`src/rtl/channel_row_tracker.sv`:
```
// channel_row_tracker: latches channel enables per frame, divides the free rows among visible channels, and tracks which channel owns each raster row.
//   Ports: clk, rst_n (async active-low); channel_enable, frame_start, line_start in;
//   cfg_ready, is_channel, channel_number, channel_row, channel_first, channel_last, late out.
module channel_row_tracker #(
  parameter int MAX_CHAN_COUNT = 10,
  parameter int VER_RES = 480,
  parameter int OFFSET = 0,
  parameter int GAP = 0,
  localparam int ROW_W = $clog2(VER_RES),
  localparam int CH_W = ($clog2(MAX_CHAN_COUNT) > 0) ? $clog2(MAX_CHAN_COUNT) : 1
) (
  input  logic                      clk,
  input  logic                      rst_n,
  input  logic [MAX_CHAN_COUNT-1:0] channel_enable,
  input  logic                      frame_start,
  input  logic                      line_start,
  output logic                      cfg_ready,
  output logic                      is_channel,
  output logic [CH_W-1:0]           channel_number,
  output logic [ROW_W-1:0]          channel_row,
  output logic                      channel_first,
  output logic                      channel_last,
  output logic                      late
);
  localparam int DC_W = $clog2(ROW_W + 1);
  localparam logic [DC_W-1:0] D_LAST = DC_W'(ROW_W - 1);
  localparam logic [ROW_W-1:0] ROW_MAX = ROW_W'(VER_RES - 1);
  localparam logic [ROW_W-1:0] OFF_LAST = ROW_W'(OFFSET > 0 ? OFFSET - 1 : 0);
  localparam logic [ROW_W-1:0] GAP_LAST = ROW_W'(GAP > 0 ? GAP - 1 : 0);
  typedef enum logic [1:0] {IDLE, CALC, DIVIDE, READY} state_t;
  typedef enum logic [1:0] {P_OFF, P_CHAN, P_GAP, P_DONE} phase_t;
  state_t state, nstate;
  phase_t phase;
  logic [MAX_CHAN_COUNT-1:0] shadow;
  logic [CH_W:0] pop, divisor, rem, first_ch, nxt;
  logic [CH_W+1:0] trial;
  logic [31:0] gap_total;
  logic skip, take;
  logic [ROW_W-1:0] avail, q, row, cnt;
  logic [DC_W-1:0] dcnt;
  logic [CH_W-1:0] ch;
  // Returns {found, index} of the lowest enabled bit at or above 'from'.
  function automatic logic [CH_W:0] find_next(input logic [MAX_CHAN_COUNT-1:0] en, input int from);
    logic [CH_W:0] r;
    r = '0;
    for (int i = MAX_CHAN_COUNT - 1; i >= 0; i--)
      if (en[i] && i >= from) r = {1'b1, CH_W'(i)};
    return r;
  endfunction
  always_comb begin
    pop = '0;
    for (int i = 0; i < MAX_CHAN_COUNT; i++) pop = pop + (CH_W + 1)'(shadow[i]);
    gap_total = (pop == '0) ? '0 : 32'(GAP) * (32'(pop) - 32'd1);
    skip = (pop == '0) || (gap_total >= 32'(VER_RES - OFFSET));
    avail = ROW_W'(32'(VER_RES - OFFSET) - gap_total);
    trial = {rem, q[ROW_W-1]};
    take = trial >= {1'b0, divisor};
    first_ch = find_next(channel_enable, 0);
    nxt = find_next(shadow, int'(ch) + 1);
    nstate = frame_start ? CALC :
             state == CALC ? (skip ? READY : DIVIDE) :
             (state == DIVIDE && dcnt == D_LAST) ? READY : state;
  end
  assign cfg_ready = state == READY;
  always_ff @(posedge clk or negedge rst_n)
    if (!rst_n) state <= IDLE;
    else state <= nstate;
  // Restoring divider: q starts as the dividend and ends as the quotient, which is the channel height.
  always_ff @(posedge clk or negedge rst_n)
    if (!rst_n) begin
      rem <= '0;
      q <= '0;
      divisor <= '0;
      dcnt <= '0;
    end else if (state == CALC) begin
      rem <= '0;
      q <= skip ? '0 : avail;
      divisor <= pop;
      dcnt <= '0;
    end else if (state == DIVIDE) begin
      rem <= take ? (CH_W + 1)'(trial - {1'b0, divisor}) : (CH_W + 1)'(trial);
      q <= {q[ROW_W-2:0], take};
      dcnt <= dcnt + 1'b1;
    end
  // The phase/ch/cnt registers describe the row the next line_start will present.
  always_ff @(posedge clk or negedge rst_n)
    if (!rst_n) begin
      shadow <= '0;
      phase <= P_DONE;
      ch <= '0;
      cnt <= '0;
      row <= '0;
      late <= 1'b0;
      is_channel <= 1'b0;
      channel_number <= '0;
      channel_row <= '0;
      channel_first <= 1'b0;
      channel_last <= 1'b0;
    end else if (frame_start) begin
      shadow <= channel_enable;
      phase <= OFFSET > 0 ? P_OFF : P_CHAN;
      ch <= first_ch[CH_W-1:0];
      cnt <= '0;
      row <= '0;
      late <= 1'b0;
      is_channel <= 1'b0;
      channel_number <= '0;
      channel_row <= '0;
      channel_first <= 1'b0;
      channel_last <= 1'b0;
    end else if (line_start) begin
      row <= row == ROW_MAX ? row : row + 1'b1;
      is_channel <= 1'b0;
      channel_number <= '0;
      channel_row <= '0;
      channel_first <= 1'b0;
      channel_last <= 1'b0;
      if (state != READY) begin
        late <= 1'b1;
        phase <= P_DONE;
      end else begin
        case (phase)
          P_OFF: if (row == OFF_LAST) phase <= P_CHAN;
          P_CHAN:
            if (q == '0) phase <= P_DONE;
            else begin
              is_channel <= 1'b1;
              channel_number <= ch;
              channel_row <= cnt;
              channel_first <= cnt == '0;
              channel_last <= cnt == q - 1'b1;
              if (cnt == q - 1'b1) begin
                cnt <= '0;
                ch <= nxt[CH_W-1:0];
                phase <= !nxt[CH_W] ? P_DONE : GAP > 0 ? P_GAP : P_CHAN;
              end else cnt <= cnt + 1'b1;
            end
          P_GAP:
            if (cnt == GAP_LAST) begin
              cnt <= '0;
              phase <= P_CHAN;
            end else cnt <= cnt + 1'b1;
          default: ;
        endcase
      end
    end
endmodule

```
`config.mk`:
```
export PLATFORM = sky130hd
export DESIGN_NAME = channel_row_tracker
export DESIGN_NICKNAME = d
export VERILOG_FILES = /design/src/rtl/channel_row_tracker.sv
export SDC_FILE = /design/constraint.sdc
export NUM_CORES = 1
export LEC_CHECK = 0
export ABC_CLOCK_PERIOD_IN_PS = 3200
export BUFFER_PORTS_ARGS = -buffer_cell sky130_fd_sc_hd__buf_4
export CAP_MARGIN = 20
export CORE_MARGIN = 3
export CORE_UTILIZATION = 55
export DETAILED_ROUTE_END_ITERATION = 16
export GPL_TIMING_DRIVEN = 0
export PLACE_DENSITY = 0.77
export SKIP_CTS_REPAIR_TIMING = 1
export SYNTH_ARGS = -nofsm -noshare
export SYNTH_HDL_FRONTEND = slang
export SYNTH_SLANG_ARGS = --single-unit
```
`constraint.sdc`:
```
create_clock -name clk -period 3.2 [get_ports clk]
set_input_delay 0.64 -clock clk [delete_from_list [all_inputs] [get_ports clk]]
set_output_delay 0.64 -clock clk [all_outputs]
set_load 0.03 [all_outputs]
```
**After elaboration in Yosys (flattened, before gate mapping)**

Index checks and enable logic that the tools add are counted.

- Equal/unequal tests: 16
- Add/sub/neg operators: 15
- Reduce and logical (&&, ||, !) cells: 29
- Multiplexer cells: 85
- Magnitude comparators: 11

Operator list:

| kind | number |
|---|---|
| $mux W9 | 17 |
| $mux W4 | 23 |
| $mux W5 | 13 |
| $logic_not A9 Y1 | 3 |
| $add A5 B1 Y5 | 5 |
| $mux W2 | 11 |
| $ge A3 B5 Y1 const A | 4 |
| $mux W1 | 19 |
| $add A9 B1 Y9 const B | 2 |
| $pmux W9 S2 | 1 |
| $logic_and A1 B1 Y1 | 11 |
| $ge A1 B5 Y1 const A | 2 |
| $ge A2 B5 Y1 const A | 2 |
| $ge A4 B5 Y1 const A | 2 |
| $reduce_and A5 Y1 | 2 |
| $reduce_bool A2 Y1 | 5 |
| $eq A9 B9 Y1 | 1 |
| $eq A9 B9 Y1 const B | 1 |
| $sub A9 B1 Y9 const B | 1 |
| $ne A2 B2 Y1 const B | 4 |
| $ne A4 B4 Y1 const B | 2 |
| $eq A2 B2 Y1 const B | 3 |
| $ge A6 B5 Y1 | 1 |
| $pmux W2 S3 | 1 |
| other kinds (17) | 20 |

- Bits in registers: 76
- Word-level logic and storage cells: 172
- Input bits: 14

**Depth between registers and ports, before layout**

Gate-level depths: netlist of the first run.

- Word-level depth: 20
- Gate-level depth with buffers: 14
- Gate-level depth less buffers: 14

**Least setup slack after synthesis of the first run**

Ideal clock, no wire load.

- Kind: register to register
- Start point: register shadow[0]
- End point: register q[5]
- Buffers on the path: 0
- Arrival time: 3.219 ns
- Clock period less this slack: 3.355 ns
- Cell stages (with the launch flop): 15
- Slack: -0.155 ns
- Path through: dfrtp_1 -> fa_1 -> fa_1 -> inv_1 -> fa_1 -> inv_1 -> ha_1 -> inv_1 -> fa_1 -> nor3b_1 -> a21oi_1 -> nor3b_1 -> nor2_1 -> a21oi_1 -> o21ai_0

- Longest elaborated chain between the ends: 12

RTL lines:

| item | RTL line | RTL |
|---|---|---|
| from (decl) | 34 | `logic [MAX_CHAN_COUNT-1:0] shadow;` |
| from (signal assigned) | 100 | `shadow <= channel_enable;` |
| $add A1 B1 Y2 | 52 | `for (int i = 0; i < MAX_CHAN_COUNT; i++) pop = pop + (CH_W + 1)'(shadow[i]);` |
| $add A2 B1 Y3 | 52 |  |
| $add A3 B1 Y4 | 52 |  |
| $add A4 B1 Y5 | 52 |  |
| $add A5 B1 Y5 (5 in series) | 52 |  |
| $logic_not A5 Y1 | 54 | `skip = (pop == '0) \|\| (gap_total >= 32'(VER_RES - OFFSET));` |
| $mux W9 | 77 | `q <= skip ? '0 : avail;` |
| $mux W9 | 75 | `end else if (state == CALC) begin` |
| to (signal assigned) | 77 |  |
| to (signal assigned) | 82 | `q <= {q[ROW_W-2:0], take};` |
| to (decl) | 39 | `logic [ROW_W-1:0] avail, q, row, cnt;` |

Every way passes these cells.
A chain may end at the register's enable or synchronous reset.

**Worst setup path in the final report of the first run**

- Start point: register shadow[7]
- End point: register q[8]

- Longest elaborated chain between the ends: 6

RTL lines:

| item | RTL line |
|---|---|
| $add A5 B1 Y5 (3 in series) | 52 |
| $logic_not A5 Y1 | 54 |
| $mux W9 | 77 |
| $mux W9 | 75 |

Every way passes these cells.

==> impl_metrics.json, run 1 <==
{
  "path_clk_slew_ps": 80,
  "crit_family": "adder cells",
  "netlist_instances": 438,
  "drtPass1Iterations": 7,
  "relSlewSlack_pct": 45.05,
  "die_w_um": 91.75,
  "crit_path_end_kind": "flip-flop",
  "drt_wl_total_um": 9114,
  "yosys_warnings": 0,
  "worst-endpoint-required_ps": 3400,
  "synth_cell_types": 64,
  "drv_cap": 0,
  "slowest_stage": "fa_1",
  "ys_seq_area_share_pct": 40.25,
  "fmax_mhz": 282.0,
  "die_height_um": 91.75,
  "io_buffers": 30,
  "dr_total_vias": 3399,
  "grt_pass1_vias": 3197,
  "area_growth_pct": 16.31,
  "drv_slew": 0,
  "wl_per_cell_um": 15.58,
  "synth_area_um2": 4044,
  "grtUsageTotal_pct": 22.54,
  "clock-root-buffer": "clkbuf_8",
  "clk_latency_ps": 340,
  "detailed_place_hpwl_um": 6447,
  "worst_slack_ps": -346.2,
  "rr_worst_depth": 14,
  "pwr-share-seq_pct": 30.4,
  "htree_levels": 3,
  "antennaDiodeCount": 0,
  "syn-num-nets": 476,
  "finalSetupViolCount": 5,
  "swShare_pct": 43.07,
  "die-area_um2": 8417,
  "hold_class": "primary input to asynchronous set/reset pin",
  "drtIter0Drc": 207,
  "start_kind": "flip-flop",
  "layout_min_cycle_time_ps": 3546,
  "critPathLaunch": "shadow[7]",
  "syn-mean-instance-area_um2": 9.233,
  "nFillCells": 557,
  "rsz0062_at_grt": "true",
  "grt_pass1_wl_um": 15300,
  "powerDensity_nw_per_um2": 844.8,
  "reg2reg_slack_ps": -350,
  "status": "finished with violations",
  "routabilityCongestion": 0.8875,
  "worstMarginPinSlew_ps": 824.2,
  "initial_core_util_pct": 58.23,
  "p_leak_nw": 2.139,
  "cpMostUsedCell": "fa_1",
  "worstPathMaxFanout": 5,
  "violations": "negative setup slack",
  "crit_cells": 14,
  "vdd_drop_max_mv": 0.5539,
  "drive_above_1_share_pct": 19.43,
  "fin_nets": 522,
  "synth_edf_count": 0,
  "cts_made_buffers": 9,
  "reg2reg_to": "q[8]",
  "synth_seq_cells": 65,
  "path_cells": "fa_1 -> fa_1 -> inv_1 -> fa_1 -> inv_1 -> ha_2 -> inv_2 -> fa_2 -> nor3b_2 -> a21oi_2 -> nor3b_2 -> nor2_4 -> a21oi_2 -> o21ai_0",
  "drc_errors": 0,
  "antenna_found_initial": 0,
  "hold_viol_final": 0,
  "fin_setup_tns_ps": -1604,
  "hold_slack_ps": 384.7,
  "finClkSkew_ps": 7.945,
  "io_pins": 32,
  "comb_power_share_pct": 51.6,
  "grt_max_degree": 66,
  "stdcell_count": 585,
  "clockPowerShare_pct": 18.0,
  "cts_tree": "yes",
  "crit_end": "q[8]",
  "switching_power_w": 0.001711,
  "p_int_w": 0.002262,
  "vias_per_cell": 5.810,
  "max_stage_delay_ps": 530,
  "grt-ovfl-total": 0,
  "core_area_um2": 6944,
  "rr_startpoint": "shadow[7]",
  "placed_cells": 564,
  "clockBufferDepth": 2,
  "drtAntennaViolNets": 0,
  "clock-sinks": 65,
  "critPathKind": "flip-flop to flip-flop",
  "async_flop_share_pct": 100.0,
  "crit_buf_inv": 3,
  "placementRows": 30,
  "finalCritPeriodShare_pct": 110.8,
  "synthFlopType": "dfrtp_1",
  "crit_arrival_ps": 3750,
  "final_util_pct": 67.73
}
[per-stage QoR]
stage	setup WS, ps	total power (W)	instance area (µm²)
final	-346.2	0.003974	4703
after global routing	-488.4	0.004304	4703
after CTS	-425.9	0.003843	4602
after detailed placement	-381.5	0.003112	4397
after global placement	-316.5	0.003033	4397
after floorplan	-78.15	0.002663	4051
[area by class of cell]
cell class,count,area (µm²),area share [%]
plain buffers,27,136.4,2.900
well taps,96,120.1,2.554
clock buffers,10,137.6,2.926
inverters,35,131.4,2.793
multi-input cells,311,2216,47.11
flip-flops and latches,65,1632,34.69
clock inverters,6,67.56,1.437
repair buffers,35,262.8,5.587
[cells by family after synthesis]
group	share of synthesized area [%]
compound gates	19.52
mux	3.496
buf+inv	6.621
xor+xnor	4.765
flops	40.25
simple gates	16.62
fa+ha+maj	8.725
[registers in the layout, summed over array words and instances (netlist names), 2 cells and up]
name            count
channel_row         9
ch                  4
channel_number      4
dcnt                4
cnt                 9
shadow             10
state               2
rem                 5
divisor             4
q                   9
[cells in the final DEF, fill, tap and decap left out, types with 13 or more instances in the layout]
cell type,instances
xor2_1,13
o21ai_0,29
clkbuf_1,17
ha_1,16
nor2_1,31
dfrtp_1,61
buf_4,35
a22o_1,15
nand2_1,39
a21oi_1,23
inv_1,34
[power by group through the flow]
stage,logic [W],registers [W],clock network [W]
finish,0.00205,0.00121,0.000717
global route,0.00231,0.00123,0.000764
CTS,0.00191,0.00120,0.000728
detailed placement,0.00189,0.00122,0
global placement,0.00183,0.00120,0
floorplan,0.00148,0.00118,0
[layer usage]
| metal | routed length [µm] | up-vias | track usage [%] |
|---|---|---|---|
| met5 | 0 | - | 0 |
| met3 | 333 | 21 | 3.117 |
| li1 | - | 1630 | - |
| met2 | 4352 | 86 | 36.15 |
| met4 | 233 | 0 | 9.653 |
| met1 | 4194 | 1662 | 30.64 |
[worst min path at each step]
| stage | startpoint | to | slack [ps] |
|---|---|---|---|
| floorplan | rst_n | ch[0] | 340 |
| CTS | rst_n | cnt[7] | 420 |
| global placement | is_channel | is_channel | 460 |
| global route | rst_n | channel_number[2] | 450 |
| finish | rst_n | channel_number[2] | 380 |
| detailed placement | dcnt[3] | dcnt[3] | 470 |
[synthesized netlist by cell type, types with 9 or more instances]
cell,number,share of area [%]
a22o_1,15,3.2
ha_1,17,5.3
xnor2_1,9,1.9
xor2_1,13,2.8
a21oi_1,28,3.5
o21ai_0,32,4.0
mux2_2,9,2.5
dfrtp_1,64,40
nor2_1,32,3.0
clkbuf_1,17,1.6
nand2_1,39,3.6
inv_1,35,3.2
Note: power is estimated with default switching activity, not from simulation.
==> run 2: changes to the inputs <==
Settings changed: CORE_ASPECT_RATIO set to 0.6, CTS_CLUSTER_SIZE set to 10.
==> run 2 against run 1 <==
Effect of this change:
- the run still ends with negative setup slack left
- first-iteration DRC count up 58%
- worst setup slack better by 2.0 ps
- global-route usage increased by 1.2 points
- count of clock-buffer cells in the layout is 3 higher
- non-clock buffer count is 2 lower
- clock skew decreased by 1.3 ps
- final area grew 0.98%
- clock power rose by 34%
- via count up 0.59%
- worst hold slack gained 17 ps
- die area is 0.41% higher
- largest power group unchanged
==> impl_metrics.json, run 2 (synthesis results as in run 1) <==
{
  "status": "finished with violations",
  "finalCritPeriodShare_pct": 110.8,
  "regArea_um2": 1630,
  "cts_tree": "yes",
  "critPathKind": "flip-flop to flip-flop",
  "fmax_mhz": 282.2,
  "start_kind": "flip-flop",
  "slowest_stage": "fa_1",
  "path_cells": "fa_1 -> fa_1 -> inv_1 -> fa_1 -> inv_1 -> ha_2 -> inv_2 -> fa_2 -> nor3b_2 -> a21oi_1 -> nor3b_2 -> nor2_4 -> a21oi_2 -> o21ai_1",
  "detailed_place_hpwl_um": 6747,
  "grt_max_degree": 66,
  "rr_worst_depth": 14,
  "cts_made_buffers": 9,
  "clockBufferDepth": 2,
  "relSlewSlack_pct": 44.59,
  "layout_min_cycle_time_ps": 3544,
  "initial_core_util_pct": 58.55,
  "multi_input_area_um2": 2205,
  "grt-ovfl-total": 0,
  "max_stage_delay_ps": 520,
  "worst-endpoint-required_ps": 3400,
  "largest_reg_flops": 10,
  "die_w_um": 116.7,
  "grtUsageTotal_pct": 23.73,
  "worstMarginPinSlew_ps": 831.2,
  "finalSetupViolCount": 5,
  "crit_path_end_kind": "flip-flop",
  "fin_nets": 520,
  "vdd_drop_max_mv": 0.4674,
  "top_register": "shadow",
  "path_clk_slew_ps": 50,
  "antenna_found_initial": 0,
  "detailed_place.area_um2": 4385,
  "drt_wl_total_um": 9426,
  "crit_buf_inv": 3,
  "core_area_um2": 6907,
  "worstPathMaxFanout": 5,
  "die_height_um": 72.42,
  "rsz0062_at_grt": "true",
  "clock-sinks": 65,
  "final_cell_mix": "62 x dfrtp_1, 39 x nand2_1, 34 x inv_1, 33 x buf_4, 31 x nor2_1",
  "drtIter0Drc": 328,
  "routabilityCongestion": 0.8460,
  "antennaDiodeCount": 0,
  "die-area_um2": 8451,
  "cpMostUsedCell": "fa_1",
  "htree_levels": 3,
  "drtAntennaViolNets": 0,
  "wl_per_cell_um": 16.42,
  "clk_latency_ps": 330,
  "clock-root-buffer": "clkbuf_16",
  "p_leak_nw": 2.168,
  "io_buffers": 30,
  "crit_arrival_ps": 3740,
  "reg2reg_slack_ps": -340,
  "drc_errors": 0,
  "worst_slack_ps": -344.2,
  "grt_pass1_vias": 3098,
  "rr_startpoint": "shadow[1]",
  "hold_class": "primary input to asynchronous set/reset pin",
  "powerDensity_nw_per_um2": 893.1,
  "total_power_w": 0.004242,
  "drive_above_1_share_pct": 17.86,
  "area_growth_pct": 17.45,
  "hold_viol_final": 0,
  "drtPass1Iterations": 5,
  "placementRows": 23,
  "pre_cts_slack_ps": -372.7,
  "layout_commonest_cell": "dfrtp_1",
  "hold_slack_ps": 402.2,
  "io_pins": 32,
  "dr_total_vias": 3419,
  "finClkSkew_ps": 6.670,
  "drv_slew": 0,
  "nFillCells": 525,
  "violations": "negative setup slack",
  "crit_family": "adder cells",
  "drv_cap": 0,
  "grt_pass1_wl_um": 15360,
  "fin_setup_tns_ps": -1596,
  "reg2reg_to": "q[5]",
  "vias_per_cell": 5.956,
  "fin_area_um2": 4750
}
run 2: cell count changes in the layout (fill, tap and decap cells not counted), sizes merged:
| cell | delta |
|---|---|
| clkbuf | +3 |
| clkinvlp | -2 |
| clkinv | -1 |
| buf | -2 |
run 2: layout make-up:
type / count / area share (%)
multi-input cells: 311 / 46.42
flip-flops and latches: 65 / 34.33
clock buffers: 13 / 5.269
repair buffers: 33 / 5.216
plain buffers: 27 / 2.871
inverters: 35 / 2.766
well taps: 87 / 2.292
clock inverters: 3 / 0.8430
run 2: worst max-delay path by stage:
stage | depth (start not counted) | startpoint | to
final | 14 | shadow[1] | q[5]
after global routing | 14 | shadow[1] | q[5]
after CTS | 14 | shadow[3] | q[8]
after detailed placement | 14 | shadow[3] | q[8]
after global placement | 14 | shadow[3] | q[8]
after floorplan | 14 | shadow[3] | q[5]
run 2: where the power goes:
group	internal (W)	switching (W)
Clock	0.000621	0.000337
Sequential	0.00101	0.000201
Combinational	0.000861	0.00121
run 2: metrics by stage:
step                instances  util (%)
finish                    574     68.77
global route              574     68.77
CTS                       571     67.70
detailed placement        555     63.50
global placement          555     63.50
floorplan                 438         -
run 2: routing by layer:
metal,share of wire [%],vias up,GRT usage [%]
li1,-,1623,-
met1,48,1679,35.35
met2,44,104,33.77
met3,6.5,13,6.417
met4,1.4,0,7.506
met5,0,-,0
